--- config.mk ---
export PLATFORM = sky130hd
export DESIGN_NAME = cla_req_arbiter
export DESIGN_NICKNAME = d
export VERILOG_FILES = /design/src/rtl/cla_req_arbiter.sv
export SDC_FILE = /design/constraint.sdc
export NUM_CORES = 1
export LEC_CHECK = 0
export ABC_AREA = 0
export CAP_MARGIN = 20
export CORE_MARGIN = 5
export CORE_UTILIZATION = 50
export DETAILED_ROUTE_END_ITERATION = 8
export DONT_BUFFER_PORTS = 1
export PLACE_DENSITY = 0.73
export SETUP_SLACK_MARGIN = 0.3
export SLEW_MARGIN = 20
export SYNTH_ARGS = -nofsm -noshare
export SYNTH_HDL_FRONTEND = slang
export SYNTH_SLANG_ARGS = --single-unit
--- constraint.sdc ---
create_clock -name clk -period 5.5 [get_ports clk]
set_input_delay 1.1 -clock clk [delete_from_list [all_inputs] [get_ports clk]]
set_output_delay 1.1 -clock clk [all_outputs]
set_load 0.03 [all_outputs]
--- src/rtl/cla_req_arbiter.sv ---
// Round-robin issue front-end for a pipelined adder with no stall input: credits reserve
// response FIFO space at issue time, and a tag pipeline steers each returning sum home.
module cla_req_arbiter #(
    parameter int N     = 4,
    parameter int W     = 16,
    parameter int LAT   = 5,
    parameter int DEPTH = 4
) (
    input  logic           clk,
    input  logic           reset,
    input  logic [N-1:0]   req_valid,
    output logic [N-1:0]   req_ready,
    input  logic [N*W-1:0] req_a,
    input  logic [N*W-1:0] req_b,
    output logic [N-1:0]   rsp_valid,
    input  logic [N-1:0]   rsp_ready,
    output logic [N*W-1:0] rsp_sum,
    output logic [W-1:0]   add_a,
    output logic [W-1:0]   add_b,
    input  logic [W-1:0]   add_sum,
    output logic           busy
);
    localparam int PW = (N > 1) ? $clog2(N) : 1;
    localparam int AW = (DEPTH > 1) ? $clog2(DEPTH) : 1;
    localparam int CW = $clog2(DEPTH + 1);

    logic [N-1:0]  elig;
    logic [N-1:0]  issue;
    logic [N-1:0]  push;
    logic [N-1:0]  pop;
    logic          grant;
    logic [PW-1:0] grant_idx;
    logic [PW-1:0] ptr_q;
    logic [PW-1:0] ptr_d;
    logic [LAT-1:0] tag_vld_q;
    logic [PW-1:0]  tag_id_q [LAT];

    // Scan from ptr upwards; iterating downwards lets the nearest eligible index win.
    always_comb begin
        int idx;
        idx       = 0;
        grant     = 1'b0;
        grant_idx = '0;
        for (int k = N - 1; k >= 0; k--) begin
            idx = int'(ptr_q) + k;
            if (idx >= N) begin
                idx = idx - N;
            end
            if (elig[idx[PW-1:0]]) begin
                grant     = 1'b1;
                grant_idx = idx[PW-1:0];
            end
        end
    end

    always_comb begin
        ptr_d = ptr_q;
        if (grant) begin
            ptr_d = (grant_idx == PW'(N - 1)) ? '0 : grant_idx + 1'b1;
        end
    end

    assign req_ready = issue;
    assign add_a     = grant ? req_a[grant_idx*W +: W] : '0;
    assign add_b     = grant ? req_b[grant_idx*W +: W] : '0;
    assign busy      = (|tag_vld_q) | (|rsp_valid);

    // The tag pipeline mirrors the adder's own pipeline and never stalls.
    always_ff @(posedge clk) begin
        if (reset) begin
            ptr_q     <= '0;
            tag_vld_q <= '0;
            for (int s = 0; s < LAT; s++) begin
                tag_id_q[s] <= '0;
            end
        end else begin
            ptr_q        <= ptr_d;
            tag_vld_q[0] <= grant;
            tag_id_q[0]  <= grant_idx;
            for (int s = 1; s < LAT; s++) begin
                tag_vld_q[s] <= tag_vld_q[s-1];
                tag_id_q[s]  <= tag_id_q[s-1];
            end
        end
    end

    for (genvar gi = 0; gi < N; gi++) begin : g_req
        logic [W-1:0]  mem_q [DEPTH];
        logic [AW-1:0] wr_q;
        logic [AW-1:0] rd_q;
        logic [CW-1:0] cnt_q;
        logic [CW-1:0] credit_q;

        assign issue[gi]          = grant && (grant_idx == PW'(gi));
        assign elig[gi]           = req_valid[gi] && (credit_q < CW'(DEPTH));
        assign push[gi]           = tag_vld_q[LAT-1] && (tag_id_q[LAT-1] == PW'(gi));
        assign rsp_valid[gi]      = (cnt_q != '0);
        assign pop[gi]            = rsp_valid[gi] && rsp_ready[gi];
        assign rsp_sum[gi*W +: W] = mem_q[rd_q];

        // Credit covers in-flight plus buffered results, so a push never finds the FIFO full.
        always_ff @(posedge clk) begin
            if (reset) begin
                for (int d = 0; d < DEPTH; d++) begin
                    mem_q[d] <= '0;
                end
                wr_q     <= '0;
                rd_q     <= '0;
                cnt_q    <= '0;
                credit_q <= '0;
            end else begin
                if (push[gi]) begin
                    mem_q[wr_q] <= add_sum;
                    wr_q        <= (wr_q == AW'(DEPTH - 1)) ? '0 : wr_q + 1'b1;
                end
                if (pop[gi]) begin
                    rd_q <= (rd_q == AW'(DEPTH - 1)) ? '0 : rd_q + 1'b1;
                end
                case ({push[gi], pop[gi]})
                    2'b10:   cnt_q <= cnt_q + 1'b1;
                    2'b01:   cnt_q <= cnt_q - 1'b1;
                    default: cnt_q <= cnt_q;
                endcase
                case ({issue[gi], pop[gi]})
                    2'b10:   credit_q <= credit_q + 1'b1;
                    2'b01:   credit_q <= credit_q - 1'b1;
                    default: credit_q <= credit_q;
                endcase
            end
        end
    end
endmodule
# Word-level counts from Yosys, hierarchy flattened
# Memories as Yosys holds them, arrays and structs flattened. A register that Yosys moved wholly into a read port is not among the register bits.
# Cells that the tools add are included.
word_totals:
  regBits: 47
  n_memories: 5
  output_inout_bits: 105
  input_bits: 154
  ram_bits: 266
op_classes:
  n_bitwise: 6
  n_reduce_logical: 36
  magnitude_cmp: 12
  n_shift: 2
  add_sub_neg: 32
  n_mux: 79
  n_eq_ne: 30
mem_list:
  columns: ["name", "depth", "width", "rd", "rd_ports_with_merged_regs", "write_ports", "line_no", "text"]
  rows:
  - ["g_req[0].mem_q", 4, 16, 1, 1, 4, "88", "logic [W-1:0] mem_q [DEPTH];"]
  - ["g_req[1].mem_q", 4, 16, 1, 1, 4, "88", null]
  - ["g_req[2].mem_q", 4, 16, 1, 1, 4, "88", null]
  - ["g_req[3].mem_q", 4, 16, 1, 1, 4, "88", null]
  - ["tag_id_q", 5, 2, 5, 0, 5, "36", "logic [PW-1:0] tag_id_q [LAT];"]
ops:
  columns: ["op", "n"]
  rows:
  - ["$shiftx A64 B7 Y16", 2]
  - ["$mux W16", 6]
  - ["$mux W2", 34]
  - ["$reduce_or A16 Y1", 4]
  - ["$pmux W3 S2", 8]
  - ["$eq A2 B2 Y1 const B", 20]
  - ["$mux W1", 27]
  - ["$add A3 B1 Y3 const B", 8]
  - ["$sub A3 B1 Y3 const B", 8]
  - ["$eq A2 B1 Y1 const B", 10]
  - ["$add A2 B1 Y2 const B", 9]
  - ["$logic_and A1 B1 Y1", 16]
  - ["$reduce_bool A2 Y1", 8]
  - ["$lt A2 B3 Y1 const B", 4]
  - ["$lt A3 B3 Y1 const B", 4]
  - ["$reduce_bool A3 Y1", 4]
  - ["$ge A3 B3 Y1 const B", 3]
  - ["$bmux W1 S2", 4]
  - ["$sub A2 B1 Y2 const B", 4]
  - ["$add A2 B2 Y3 const B", 2]
  - ["$or A1 B1 Y1", 6]
  - ["$reduce_or A5 Y1", 1]
  - ["$logic_not A2 Y1", 2]
  - ["$reduce_or A4 Y1", 1]
  - ["2 further kinds", 2]

# Logic depth before layout (Yosys ltp)
# Gate-level depths: netlist (run 1).
logic_depth:
  word_depth: 13
  depth_mapped: 13
  depth_no_buf: 11

# Worst setup path after synthesis (run 1)
# OpenSTA, ideal clock, no wires.
synth_path:
  kind: "input -> register"
  startpoint: "input port req_valid[1]"
  endpoint: "register g_req[1].credit_q[2]"
  path_buffers: 1
  required_ps: 5430
  path_stages: 11
  arrival_ps: 3901
  setup_slack_ps: 1529
  cell_sequence: "nor2b_1 > o221ai_1 > a21o_1 > buf_2 > nor3_1 > inv_1 > ha_1 > fa_1 > xnor2_1 > or3_1 > a21oi_1"
synth_between:
  elab_chain_len: 11
  word_cells_on_any_way: 23
synth_rtl:
  columns: ["element", "line_no", "text"]
  rows:
  - ["start: declaration", "11", "input logic [N-1:0] req_valid,"]
  - ["$logic_and A1 B1 Y1 *", "95", "assign elig[gi] = req_valid[gi] && (credit_q < CW'(DEPTH));"]
  - ["$bmux W1 S2", "49", "if (elig[idx[PW-1:0]]) begin"]
  - ["$mux W1 (implied by the code)", "49", null]
  - ["$mux W2 (4 in a row)", "49", null]
  - ["$eq A2 B1 Y1", "94", "assign issue[gi] = grant && (grant_idx == PW'(gi));"]
  - ["$logic_and A1 B1 Y1 *", "94", null]
  - ["net req_ready[1]", "12", "output logic [N-1:0] req_ready,"]
  - ["$eq A2 B1 Y1 / $eq A2 B2 Y1 (equally long branches)", "124", "case ({issue[gi], pop[gi]})"]
  - ["$pmux W3 S2 / $reduce_bool A2 Y1 (equally long branches)", null, null]
  - ["end signal: assignment", "125", "2'b10: credit_q <= credit_q + 1'b1;"]
  - ["end signal: assignment", "126", "2'b01: credit_q <= credit_q - 1'b1;"]
  - ["end signal: assignment", "127", "default: credit_q <= credit_q;"]
  - ["end: declaration", "92", "logic [CW-1:0] credit_q;"]
# Mark *: on every way through the listed nets, which the timed path passes. The rest lies on a longest branch. The select of a mux whose other input is x is not followed.
# A chain may end at the register's enable or synchronous reset.

# Final worst setup path (run 1)
layout_path:
  startpoint: "input port req_valid[3]"
  endpoint: "output port add_a[4]"
layout_between:
  elab_chain_len: 9
  word_cells_on_any_way: 19
layout_rtl:
  columns: ["element", "line_no", "text"]
  rows:
  - ["$logic_and A1 B1 Y1 *", "95", null]
  - ["$bmux W1 S2", "49", null]
  - ["$mux W1 (implied by the code)", "49", null]
  - ["$mux W2 (4 in a row)", "49", null]
  - ["$shiftx A64 B7 Y16", "64", "assign add_a = grant ? req_a[grant_idx*W +: W] : '0;"]
  - ["$mux W16 *", "64", null]
  - ["end: declaration", "18", "output logic [W-1:0] add_a,"]
# Every way passes the cells marked *; elsewhere a longest branch is shown, timed or not. The select of a mux whose other input is x is not followed.

==> flow_summary.ini, run 1 <==
[setup_path]
worstSetupPathType = input port to output pin
reg2reg_to = g_req[1].mem_q[0][2]
slowest_delay_ns = 0.70
end_kind = output pin
r2r_cells = 4
crit_fanout = 49
path_cells = nor2b_1 > o21ai_0 > a21oi_4 > buf_12 > mux2i_1 > o22ai_1 > buf_4
crit_path_top_delay_cell = a21oi_4
arrival_ns = 3.30
startpoint_type = input port
r2r_start = tag_id_q[0][8]
reg2reg_slack_ns = 2.21
required_ns = 4.40

[placement]
dp_hpwl_um = 21900
portBuffers = 0
placed_cell_area_um2 = 15500
dpl_worst_slack_ns = 1.09
gp_congestion = 0.868

[clock_network]
cts_buffers = 34
clock_latency_ns = 0.51
cts-htree-levels = 2
root_buffer = clkbuf_16
cts_buffer_depth = 3
cts_sinks = 321
clk_pin_slew_ns = 0.06
cts_resized = 0
hold_buffers = 0
cts_tree = done
cts_setup_buffers = 0

[floorplanning]
rows = 63
die_area_um2 = 33700
core_um2 = 29700
die_h_um = 184
start_util = 0.507
io-pin-count = 259
die_x_um = 184

[layout]
final_cell_mix = and2_1, edfxtp_1, mux2i_1
drive_gt1_frac = 0.166
nets = 1259
nFillCells = 2325
multi_input_area_um2 = 5630
fin_area_um2 = 16500
seqCellArea_um2 = 8990
antennaDiodeCount = 0
syn_to_final_growth_pct = 9.90

[min_path]
whs_endpoint = tag_id_q[0][9]
min_from = tag_id_q[0][7]
hp-class = register to register
hold_depth = 1

[power]
power.leakage_nw = 6.06
power_mw = 5.74
vdd_ir_drop_max_mv = 0.290
p_per_area_nw_per_um2 = 347

[global_route]
antenna_found_initial = 0
grt_pass1_vias = 8866
grt_overflow_total = 0
grt_start_max_net_pins = 77
grtUsageTotal = 0.192
grt_pass1_wl_um = 50700

[logic_synthesis]
syn_area_um2 = 15100
seq_area_frac_synth = 0.597
synthCells = 1074
synth_ff_type = edfxtp_1
ys_top_cells_by_area = edfxtp_1, and2_1, mux4_2
yosysTopAreaCell = edfxtp_1
ys_types = 45
syn_nets = 1253
yosys_warnings = 0
synth-async-reset-ratio = 0
synth-edff-count = 256
synth.avg_cell_area_um2 = 14.0
yosysTopAreaCellShare = 0.511
ys_ff_latch = 321

[sta]
hold_viol_final = 0
fmax_ghz = 0.227
worst_slack_ns = 1.10
whs_ns = 0.437
worst-slew-pin-transition_ns = 0.982
rsz0062_at_grt = no
fin_skew_ns = 0.0201
slew_headroom = 0.343
slew_violations = 0
period_share = 0.801
setup_viol = 0
fin_setup_tns_ns = 0
fin_crit_ns = 4.40

[job]
max_cap_violations = 0

[route]
first_iter_violations = 707
drc = 0
via_per_inst = 5.61
wl_per_cell_um = 21.9
ant_nets = 0
firstDrtPassIters = 5
drt-total-wl_um = 32800
vias = 8387

[status]
status = completed
[per-stage QoR]
| stage | cells | util |
|---|---|---|
| 2_1_floorplan | 1074 | - |
| 3_5_place_dp | 1434 | 0.523 |
| 4_1_cts | 1495 | 0.557 |
| 6_report | 1495 | 0.557 |
| 3_3_place_gp | 1434 | 0.523 |
| 5_1_grt | 1495 | 0.557 |
[power by group]
part	leakage, nW	switching, mW	total [mW]	internal (mW)
combinational	2.40	0.581	0.917	0.337
clock	0.494	0.910	2.08	1.17
sequential	3.17	0.0405	2.75	2.71
[final cells by class]
class | count | area share
Multi-Input combinational cell | 651 | 0.340
Sequential cell | 321 | 0.543
Timing Repair Buffer | 42 | 0.0198
Inverter | 30 | 0.00711
Tap cell | 390 | 0.0295
Clock buffer | 46 | 0.0549
Clock inverter | 15 | 0.00522
[flip-flops by register name, indices dropped and copies added (netlist names), named ones only]
name and count:
g_req.wr_q 8, g_req.mem_q 256, tag_vld_q 5, g_req.cnt_q 12, g_req.credit_q 12, ptr_q 2
tag_id_q 10, g_req.rd_q 8
[critical path: cells and delay by family]
family,cells,cell delay (ns)
AO/OA/AOI/OAI,3,1.01
buffers and inverters,2,0.59
AND/OR/NAND/NOR,1,0.30
multiplexers,1,0.26
[kinds of logic (layout without fill, tap and decap cells)]
| group | Yosys count | in the layout | share of synthesized area |
|---|---|---|---|
| XOR/XNOR | 16 | 16 | 0.00931 |
| buffers and inverters | 102 | 133 | 0.0303 |
| multiplexers | 134 | 134 | 0.142 |
| AND/OR/NAND/NOR | 397 | 397 | 0.165 |
| AO/OA/AOI/OAI | 79 | 79 | 0.0309 |
| flip-flops | 321 | 321 | 0.597 |
| adder cells (fa/ha/maj) | 25 | 25 | 0.0248 |
[synth_stat cells (9+ instances only)]
| library cell | count |
|---|---|
| a21oi_1 | 28 |
| and2_1 | 256 |
| buf_2 | 12 |
| clkbuf_1 | 41 |
| dfxtp_1 | 65 |
| edfxtp_1 | 256 |
| ha_1 | 17 |
| inv_1 | 29 |
| mux2i_1 | 70 |
| mux4_2 | 64 |
| nand2_1 | 21 |
| nor2_1 | 42 |
| nor2b_1 | 17 |
| nor3_1 | 11 |
| o21ai_0 | 9 |
| o22ai_1 | 32 |
| or2_2 | 12 |
| or3_1 | 12 |
| xor2_1 | 14 |
[worst max path at each step]
stage / from / cells after the start / end / slack (ns)
6_report: req_valid[3] / 7 / add_a[4] / 1.10
5_1_grt: req_valid[3] / 7 / add_a[9] / 0.91
4_1_cts: req_valid[3] / 7 / add_a[4] / 1.09
3_5_place_dp: req_valid[3] / 7 / add_a[4] / 1.09
3_3_place_gp: req_valid[3] / 7 / add_a[3] / 1.22
2_1_floorplan: req_valid[1] / 11 / g_req[1].credit_q[2] / 1.53
[per-layer routing]
metal / vias up / track usage / part of all wire
li1: 3902 / - / -
met1: 4154 / 0.252 / 0.41
met2: 276 / 0.322 / 0.49
met3: 55 / 0.0471 / 0.071
met4: 0 / 0.0557 / 0.028
met5: - / 0 / 0
Note: power is estimated with default switching activity, not from simulation.
==> run 2, diff against run 1 <==
==> constraint.sdc (replaced) <==
create_clock -name clk -period 4.1 [get_ports clk]
set_input_delay 0.82 -clock clk [delete_from_list [all_inputs] [get_ports clk]]
set_output_delay 0.82 -clock clk [all_outputs]
set_load 0.03 [all_outputs]
==> flow_summary.ini, run 2 (synthesis results as in run 1) <==
[layout]
drive_gt1_frac = 0.179
final_cell_mix = and2_1, edfxtp_1, mux2i_1
top_register = g_req.mem_q
fin_area_um2 = 16800
antennaDiodeCount = 0
largest_reg_flops = 256
fin_util = 0.567
syn_to_final_growth_pct = 11.8
nets = 1274
reg.largest.list = g_req.mem_q (256), g_req.cnt_q (12), g_req.credit_q (12)

[route]
wl_per_cell_um = 22.2
firstDrtPassIters = 5
ant_nets = 0
vias = 8524
drt-total-wl_um = 33500
via_per_inst = 5.66
drc = 0
first_iter_violations = 754

[setup_path]
crit_path_top_delay_cell = buf_12
path_cells = nor2b_1 > o21ai_0 > a21oi_4 > buf_12 > mux2i_1 > o22ai_1 > buf_4
worstSetupPathType = register to output pin
required_ns = 3.28
slowest_delay_ns = 0.39
startpoint_type = register
end_kind = output pin
crit_fanout = 64
arrival_ns = 2.65

[global_route]
grt_start_max_net_pins = 77
grt_overflow_total = 0
antenna_found_initial = 0
grtUsageTotal = 0.199
grt_pass1_vias = 9022
grt_pass1_wl_um = 51800

[clock_network]
cts_resized = 0
cts_setup_buffers = 0
root_buffer = clkbuf_16
cts_buffer_depth = 3
cts_sinks = 321
cts_buffers = 35
cts-htree-levels = 2
cts_tree = done
clock_latency_ns = 0.51
clk_pin_slew_ns = 0.06
hold_buffers = 0

[sta]
fin_setup_tns_ns = 0
worst-slew-pin-transition_ns = 0.901
fmax_ghz = 0.288
fin_skew_ns = 0.0157
rsz0062_at_grt = no
slew_headroom = 0.398
hold_viol_final = 0
fin_crit_ns = 3.47
period_share = 0.846
slew_violations = 0
setup_viol = 0

[floorplanning]
die_x_um = 184
start_util = 0.507
die_h_um = 184
io-pin-count = 259
core_um2 = 29700
die_area_um2 = 33700
rows = 63

[placement]
gp_congestion = 0.851
dp_hpwl_um = 22100
placed_cell_area_um2 = 15700
portBuffers = 0

[min_path]
hp-class = input port to register

[power]
vdd_ir_drop_max_mv = 0.408
power.leakage_nw = 6.22
p_per_area_nw_per_um2 = 485
power_mw = 8.17

[status]
status = completed

[job]
max_cap_violations = 0
## run 2: cell types whose count changed in the layout (fill, tap and decap cells not counted), sizes merged
cell / delta
buf: +14
bufinv: +6
clkinvlp: +1
clkbuf: -8
clkinv: -2
## run 2: worst max-delay path: cells and delay by family (launching register included)
family | cells | cell delay [ns]
DFF | 1 | 0.33
and+or+nand+nor | 1 | 0.29
muxes | 1 | 0.33
AOI/OAI and AO/OA | 3 | 0.60
buffers and inverters | 2 | 0.58
## run 2: per-layer routing
metal	routed length, µm	GRT usage	vias to the layer above
met5	0	0	-
met4	831	0.0554	0
met3	2680	0.0528	55
met2	16900	0.339	310
met1	13000	0.252	4221
li1	-	-	3938
## run 2: power breakdown
group | switching (mW) | internal, mW | total (mW)
clock | 1.24 | 2.01 | 3.25
combinational | 0.779 | 0.454 | 1.23
sequential | 0.0540 | 3.63 | 3.68
## run 2: path summary, 6_finish.rpt
| check | start | end | slack [ns] | depth (start not counted) |
|---|---|---|---|---|
| setup / recovery | g_req[3].credit_q[2] | add_b[15] | 0.63 | 7 |
| hold / removal | reset | g_req[3].credit_q[2] | 0.38 | 1 |
| hold reg to reg | tag_id_q[0][3] | tag_id_q[0][5] | 0.43 | 1 |
| setup reg to reg | g_req[1].credit_q[2] | g_req[0].credit_q[2] | 1.38 | 11 |
## run 2: layout make-up
type | count | area, µm²
fillers | 2273 | 12900
repair buffers | 56 | 433
clock buffers | 38 | 930
well taps | 390 | 488
clock inverters | 20 | 256
multi-input cells | 651 | 5630
flip-flops and latches | 321 | 8990
inverters | 30 | 118
## run 2: metrics by stage
| stage | instances | setup WS, ns | hold WS (ns) |
|---|---|---|---|
| 2_1_floorplan | 1074 | 0.409 | 0.414 |
| 6_report | 1506 | 0.630 | 0.383 |
| 5_1_grt | 1506 | 0.449 | 0.360 |
| 3_5_place_dp | 1448 | 0.644 | 0.422 |
| 4_1_cts | 1506 | 0.597 | 0.363 |
| 3_3_place_gp | 1448 | 0.691 | 0.417 |
